**src/rtl/port_short_seq.sv**
```systemverilog
// Port-shorting sequencer: ties any subset of NCH ports to one shared node
// through a break / discharge / make / settle sequence with registered switch drives.
module port_short_seq #(
  parameter int NCH     = 4,
  parameter int CNT_W   = 8,
  parameter int BBM_CYC = 2,
  parameter int DIS_CYC = 16,
  parameter int SET_CYC = 16
) (
  input  logic           clk,
  input  logic           rst_n,
  input  logic           req_valid,
  output logic           req_ready,
  input  logic [NCH-1:0] req_mask,
  output logic [NCH-1:0] sw_en,
  output logic           gnd_en,
  output logic           busy,
  output logic           done,
  output logic           err,
  output logic [NCH-1:0] cur_mask,
  output logic [2:0]     state_dbg
);

  localparam logic [2:0] ST_IDLE   = 3'd0;
  localparam logic [2:0] ST_BREAK  = 3'd1;
  localparam logic [2:0] ST_DISCH  = 3'd2;
  localparam logic [2:0] ST_MAKE   = 3'd3;
  localparam logic [2:0] ST_SETTLE = 3'd4;

  localparam logic [CNT_W-1:0] BBM_LD = CNT_W'(BBM_CYC - 1);
  localparam logic [CNT_W-1:0] DIS_LD = CNT_W'(DIS_CYC - 1);
  localparam logic [CNT_W-1:0] SET_LD = CNT_W'(SET_CYC - 1);

  logic [2:0]       state;
  logic [CNT_W-1:0] cnt;
  logic [NCH-1:0]   lat_mask;
  logic             accept;
  logic             single_bit;
  logic             cnt_zero;

  // Handshake: a request transfers on a rising edge where req_valid and
  // req_ready are both high; req_ready is high only in IDLE, so anything
  // presented while busy is simply not taken and never queued.
  assign req_ready = (state == ST_IDLE);
  assign busy      = (state != ST_IDLE);
  assign state_dbg = state;
  assign accept    = req_valid & req_ready;
  assign cnt_zero  = (cnt == '0);

  // Exactly one bit set would short a port only to itself.
  assign single_bit = (req_mask != '0) &&
                      ((req_mask & (req_mask - NCH'(1))) == '0);

  always_ff @(posedge clk or negedge rst_n) begin
    if (!rst_n) begin
      state    <= ST_IDLE;
      cnt      <= '0;
      lat_mask <= '0;
      sw_en    <= '0;
      gnd_en   <= 1'b0;
      done     <= 1'b0;
      err      <= 1'b0;
      cur_mask <= '0;
    end else begin
      done <= 1'b0;
      err  <= 1'b0;
      case (state)
        ST_IDLE: begin
          if (accept) begin
            if (single_bit) begin
              err <= 1'b1;
            end else if (req_mask == cur_mask) begin
              done <= 1'b1;
            end else begin
              lat_mask <= req_mask;
              sw_en    <= '0;
              cnt      <= BBM_LD;
              state    <= ST_BREAK;
            end
          end
        end
        ST_BREAK: begin
          if (cnt_zero) begin
            gnd_en <= 1'b1;
            cnt    <= DIS_LD;
            state  <= ST_DISCH;
          end else begin
            cnt <= cnt - CNT_W'(1);
          end
        end
        ST_DISCH: begin
          if (cnt_zero) begin
            gnd_en <= 1'b0;
            // An all-open request ends here: nothing to make or settle.
            if (lat_mask == '0) begin
              cur_mask <= '0;
              done     <= 1'b1;
              state    <= ST_IDLE;
            end else begin
              state <= ST_MAKE;
            end
          end else begin
            cnt <= cnt - CNT_W'(1);
          end
        end
        ST_MAKE: begin
          // gnd_en already dropped on entry, so closing switches here keeps
          // one dead cycle between discharge and make.
          sw_en    <= lat_mask;
          cur_mask <= lat_mask;
          cnt      <= SET_LD;
          state    <= ST_SETTLE;
        end
        ST_SETTLE: begin
          if (cnt_zero) begin
            done  <= 1'b1;
            state <= ST_IDLE;
          end else begin
            cnt <= cnt - CNT_W'(1);
          end
        end
        default: begin
          sw_en  <= '0;
          gnd_en <= 1'b0;
          state  <= ST_IDLE;
        end
      endcase
    end
  end

endmodule

```
**config.mk**
```make
export PLATFORM = sky130hd
export DESIGN_NAME = port_short_seq
export DESIGN_NICKNAME = d
export VERILOG_FILES = /design/src/rtl/port_short_seq.sv
export SDC_FILE = /design/constraint.sdc
export NUM_CORES = 1
export LEC_CHECK = 0
export CAP_MARGIN = 0
export CORE_ASPECT_RATIO = 1.2
export CORE_MARGIN = 2
export CORE_UTILIZATION = 45
export DETAILED_ROUTE_END_ITERATION = 8
export GPL_TIMING_DRIVEN = 0
export HOLD_SLACK_MARGIN = 0.08
export PLACE_DENSITY = 0.68
export SLEW_MARGIN = 10
export SYNTH_ARGS = -nofsm -noshare
export SYNTH_HDL_FRONTEND = slang
export SYNTH_SLANG_ARGS = --single-unit
```
**constraint.sdc**
```tcl
create_clock -name clk -period 2.3 [get_ports clk]
set_input_delay 0.69 -clock clk [delete_from_list [all_inputs] [get_ports clk]]
set_output_delay 0.69 -clock clk [all_outputs]
set_load 0.01 [all_outputs]
```
==> out/qor.csv, run 1 <==
metric,value,unit
grt_max_degree,27,
start_util,0.470,
clockRootBuffer,clkbuf_8,
wl_per_cell,16.8,um
hold_path_class,input port to async pin,
drt-vias-per-instance,6.04,
r2r_start,cnt[3],
rows,23,
synth_top_area_share,0.419,
whs,0.415,ns
cts_tree,done,
cts_hold_buf,0,
maxCapViolations,0,
hold_violations,0,
dp_hpwl,2630,um
finalNetCount,200,
fin_crit_sh,0.959,
die_y,68.4,um
synth_most_common_cell,dfrtp_1,
timing.setup.tns,0,ns
die_area,3940,sq um
arrival,1.52,ns
htreeDepth,1,
rsz0062_at_grt,no,
grt_use_total,0.204,
rrSetupSlack,0.12,ns
clk_pin_slew,0.09,ns
ys_top_cells_by_count,"dfrtp_1 (26), nor2_1 (12), mux2_2 (10)",
end_kind,output pin,
synth.cell_area,1550,sq um
area_growth,29.1,%
ys_warn_count,0,
multi_input_area,932,sq um
tightest_slew,0.594,ns
drt-total-wl,3800,um
min_period,2.21,ns
synthesis.nets,164,
grt_pass1_wl,6180,um
worstSetupPathType,flip-flop to output pin,
clk_latency,0.27,ns
relSlewSlack,0.604,
drt_iter0_markers,46,
reg2regPathDepth,5,
ys.flop_type,dfrtp_1,
antenna_left,0,
clock_sinks,26,
num_io_pins,23,
nFillCells,293,
setup_viol,0,
syn_inst,155,
drv_slew,0,
peakVddDrop,725,uV
grt_remaining_overflow,0,
avgSynthCellArea,10.0,sq um
vias,1364,
portBuffers,22,
placeableCoreArea,3310,sq um
fin_skew,0.00361,ns
antenna_found_initial,0,
power_leakage,0.852,nW
synth_enable_flop_cells,0,
fin_cells,226,
drc,0,
die_w,57.6,um
synth_area_leader_cell,dfrtp_1,
yosys-top-cells-area,"dfrtp_1 (42%), mux2_2 (7.2%), o2bb2ai_1 (3.4%)",
drive_gt1_frac,0.228,
outcome,"finished, final reports clean",
ys_ff_latch,26,
dp_cells,214,
seqCellArea,653,sq um
path_max_fanout,5,
regToRegEndpoint,cnt[3],
async_reset_ff_frac,1.00,
clockBufferDepth,2,
grt_pass1_vias,1346,
gp_congestion,0.873,
crit_path_start,state_dbg[1],
ys_types,46,
numCtsBuffers,3,
power.total,0.00230,W
required,1.61,ns
powerDensity,1150,nW/um^2
n_antenna_cell,0,
dr.pass1.iters,4,
ys_seq_area_frac,0.419,
critPathLaunchType,flip-flop,
timing.fmax,453,MHz
power by group:
part,internal (W),switching (W)
clock,0.000118,0.000141
sequential,0.000612,0.000173
combinational,0.000635,0.000622
total,0.00136,0.000936
cell usage in the layout (no fill, tap or decap), types with 6 or more instances in the layout:
cell	instances
a22oi_1	6
buf_4	10
clkdlybuf4s50_1	16
dfrtp_1	24
inv_1	7
mux2_2	10
nand2_1	7
nor2_1	11
o21ai_0	6
o2bb2ai_1	6
cell families (layout without fill, tap and decap cells):
logic type	count (synthesis)	in the layout	synth area share
compound gates	48	48	0.238
simple gates	48	48	0.174
flops	26	26	0.419
mux	12	12	0.0853
buf+inv	12	46	0.0290
xor+xnor	7	7	0.0395
fa+ha+maj	2	2	0.0161
state kept, by name (all words and copies together) (netlist names):
register / count
cur_mask: 4
done: 1
lat_mask: 4
sw_en: 4
state_dbg: 3
gnd_en: 1
err: 1
cnt: 8
per-stage QoR:
step / util / area (sq um) / setup WS (ns)
6_report: 0.606 / 2010 / 0.0949
3_5_place_dp: 0.550 / 1820 / -0.673
4_1_cts: 0.588 / 1940 / -0.0506
2_1_floorplan: - / 1550 / 0.155
5_1_grt: 0.606 / 2010 / 0.0337
3_3_place_gp: 0.550 / 1820 / -0.667
per-layer routing:
layer | vias to the layer above | wire length [um] | GRT usage | part of all wire
met3 | 7 | 121 | 0.0246 | 0.032
met5 | - | 0 | 0 | 0
met1 | 673 | 1640 | 0.251 | 0.43
met2 | 27 | 1960 | 0.359 | 0.52
li1 | 657 | - | - | -
met4 | 0 | 80 | 0.0901 | 0.021
layout make-up:
cell class / instances / share of cell area
Clock buffer: 3 / 0.0206
Inverter: 7 / 0.0131
Timing Repair Buffer: 32 / 0.145
Buffer: 4 / 0.00749
Tap cell: 37 / 0.0231
Sequential cell: 26 / 0.326
Multi-Input combinational cell: 117 / 0.465
worst max path at each step:
stage	endpoint	slack, ns	cells after the start
2_1_floorplan	cnt[2]	0.15	5
3_3_place_gp	cnt[3]	-0.67	6
3_5_place_dp	cnt[3]	-0.67	6
4_1_cts	cnt[4]	-0.05	7
5_1_grt	cnt[2]	0.03	5
6_report	busy	0.09	3
worst max-delay path, cell delays in order, from the launching register on:
cell and delay, ns:
dfrtp_2 0.44, nor2_4 0.18, nand2_2 0.13, clkdlybuf4s50_1 0.50
repair_timing:
action                     4_1_cts  5_1_grt
buffers inserted                 4        6
setup endpoints to repair       18       17
resized for setup               16        4
pin swaps                        3        1
Power figures use the tool's default switching activity.
==> run 2, diff against run 1 <==
--- a/config.mk
+++ b/config.mk
@@ -8,12 +8,13 @@
 export CAP_MARGIN = 0
 export CORE_ASPECT_RATIO = 1.2
 export CORE_MARGIN = 2
-export CORE_UTILIZATION = 45
+export CORE_UTILIZATION = 53
 export DETAILED_ROUTE_END_ITERATION = 8
 export GPL_TIMING_DRIVEN = 0
 export HOLD_SLACK_MARGIN = 0.08
-export PLACE_DENSITY = 0.68
+export PLACE_DENSITY = 0.78
 export SLEW_MARGIN = 10
 export SYNTH_ARGS = -nofsm -noshare
 export SYNTH_HDL_FRONTEND = slang
 export SYNTH_SLANG_ARGS = --single-unit
+export TNS_END_PERCENT = 30
==> run 2 against run 1 <==
Hold slack got worse by 0.077 ns. Total power rose by 0.48%. Count of clock-buffer cells in the layout up 1. Register-to-register slack lost 0.02 ns. Final cell count is 1.3% lower. Largest cell class unchanged. Clock power fell by 9.7%. Maximum frequency increased by 0.36%. Critical path depth up 2. Die area is 14% lower. Non-clock buffer count is 1 lower. Cell area rose by 0.75%.
==> out/qor.csv, run 2 (same netlist as run 1, synthesis figures left out) <==
metric,value,unit
clockRootBuffer,clkbuf_4,
vias,1399,
place_ws,-0.735,ns
power_leakage,0.865,nW
min_period,2.20,ns
clockBufferDepth,2,
largest_register,cnt,
grt_pass1_wl,6400,um
finalNetCount,199,
num_io_pins,23,
die_area,3380,sq um
dr.pass1.iters,5,
r2r_start,cnt[2],
n_antenna_cell,0,
nFillCells,209,
rrSetupSlack,0.10,ns
final_common_cell,dfrtp_1,
die_w,53.4,um
drv_slew,0,
seqCellArea,653,sq um
clock_sinks,26,
fin_cells,223,
portBuffers,22,
numCtsBuffers,3,
outcome,"finished, final reports clean",
arrival,2.43,ns
required,2.53,ns
die_y,63.3,um
clk_latency,0.32,ns
regToRegEndpoint,cnt[4],
fin_crit_sh,0.955,
drt-vias-per-instance,6.27,
timing.setup.tns,0,ns
fin_skew,0.00181,ns
drt_iter0_markers,52,
setup_viol,0,
gp_congestion,0.866,
hold_violations,0,
rsz0062_at_grt,no,
end_kind,flip-flop,
placeableCoreArea,2790,sq um
maxCapViolations,0,
timing.fmax,455,MHz
critPathLaunchType,flip-flop,
whs,0.337,ns
grt_remaining_overflow,0,
worstSetupPathType,flip-flop to flip-flop,
tightest_slew,0.574,ns
rows,21,
antenna_left,0,
cts_tree,done,
grt_max_degree,27,
start_util,0.558,
multi_input_area,953,sq um
htreeDepth,1,
grt_pass1_vias,1410,
drc,0,
dp_cells,211,
clk_pin_slew,0.14,ns
relSlewSlack,0.617,
area_growth,30.0,%
hold_path_class,input port to async pin,
largest_register_ffs,8,
grt_use_total,0.254,
antenna_found_initial,0,
wl_per_cell,17.4,um
mostFrequentLayoutCells,"dfrtp_1 (24), clkdlybuf4s50_1 (15), nor2_1 (11)",
path_max_fanout,6,
dp_hpwl,2770,um
fin_util,0.726,
reg2regPathDepth,5,
drt-total-wl,3880,um
setup_slack,0.103,ns
powerDensity,1140,nW/um^2
drive_gt1_frac,0.249,
peakVddDrop,740,uV
crit_path_start,cnt[2],
## run 2: cell types whose count changed in the layout (fill, tap and decap cells not counted), moves of 2 or more
cell / change
clkbuf_4: +3
clkbuf_8: -2
dlygate4sd2_1: -2
dlymetal6s2s_1: +3
xor2_1: -2
xor2_2: +2
## run 2: how the worst max path moves through the flow
stage	to	slack, ns	depth (start not counted)
after floorplan	cnt[2]	0.15	5
after global placement	cnt[3]	-0.66	6
after detailed placement	cnt[2]	-0.74	6
after CTS	lat_mask[0]	0.02	6
after global routing	cnt[4]	0.005	5
final	cnt[4]	0.10	5
## run 2: layout make-up
class | count | area share
buffer | 4 | 0.00743
clock buffer | 4 | 0.0180
inverter | 7 | 0.0130
multi-input combinational | 117 | 0.472
sequential | 26 | 0.323
tap | 34 | 0.0211
timing repair buffer | 31 | 0.146
## run 2: worst max-delay path, cell delays in order (launching register included)
cell and delay, ns:
dfrtp_1 0.47, or4_4 0.59, nor3_4 0.31, o21ai_0 0.27, a211o_1 0.34, o2bb2ai_1 0.12
## run 2: power breakdown
part           total, W  switching, W  leakage (nW)  internal, W
clock network  0.000234      0.000137        0.0210    0.0000969
logic           0.00128      0.000643         0.512     0.000642
registers      0.000792      0.000181         0.332     0.000611
## run 2: what timing repair did
item	CTS	global route
hold buffers	0	0
gates resized for setup	17	8
pin swaps	3	2
setup buffers	6	3
endpoints found under the setup margin	18	16
## run 2: metrics by stage
stage,power (W),instance area [sq um]
floorplan,0.00157,1550
global placement,0.00190,1820
detailed placement,0.00196,1820
CTS,0.00229,1970
global route,0.00249,2020
finish,0.00231,2020
## run 2: per-layer routing
metal	GRT usage	wire length, um	up-vias
met5	0	0	-
met4	0.103	80	0
met3	0.0284	155	11
met2	0.440	2070	43
met1	0.307	1570	688
li1	-	-	657
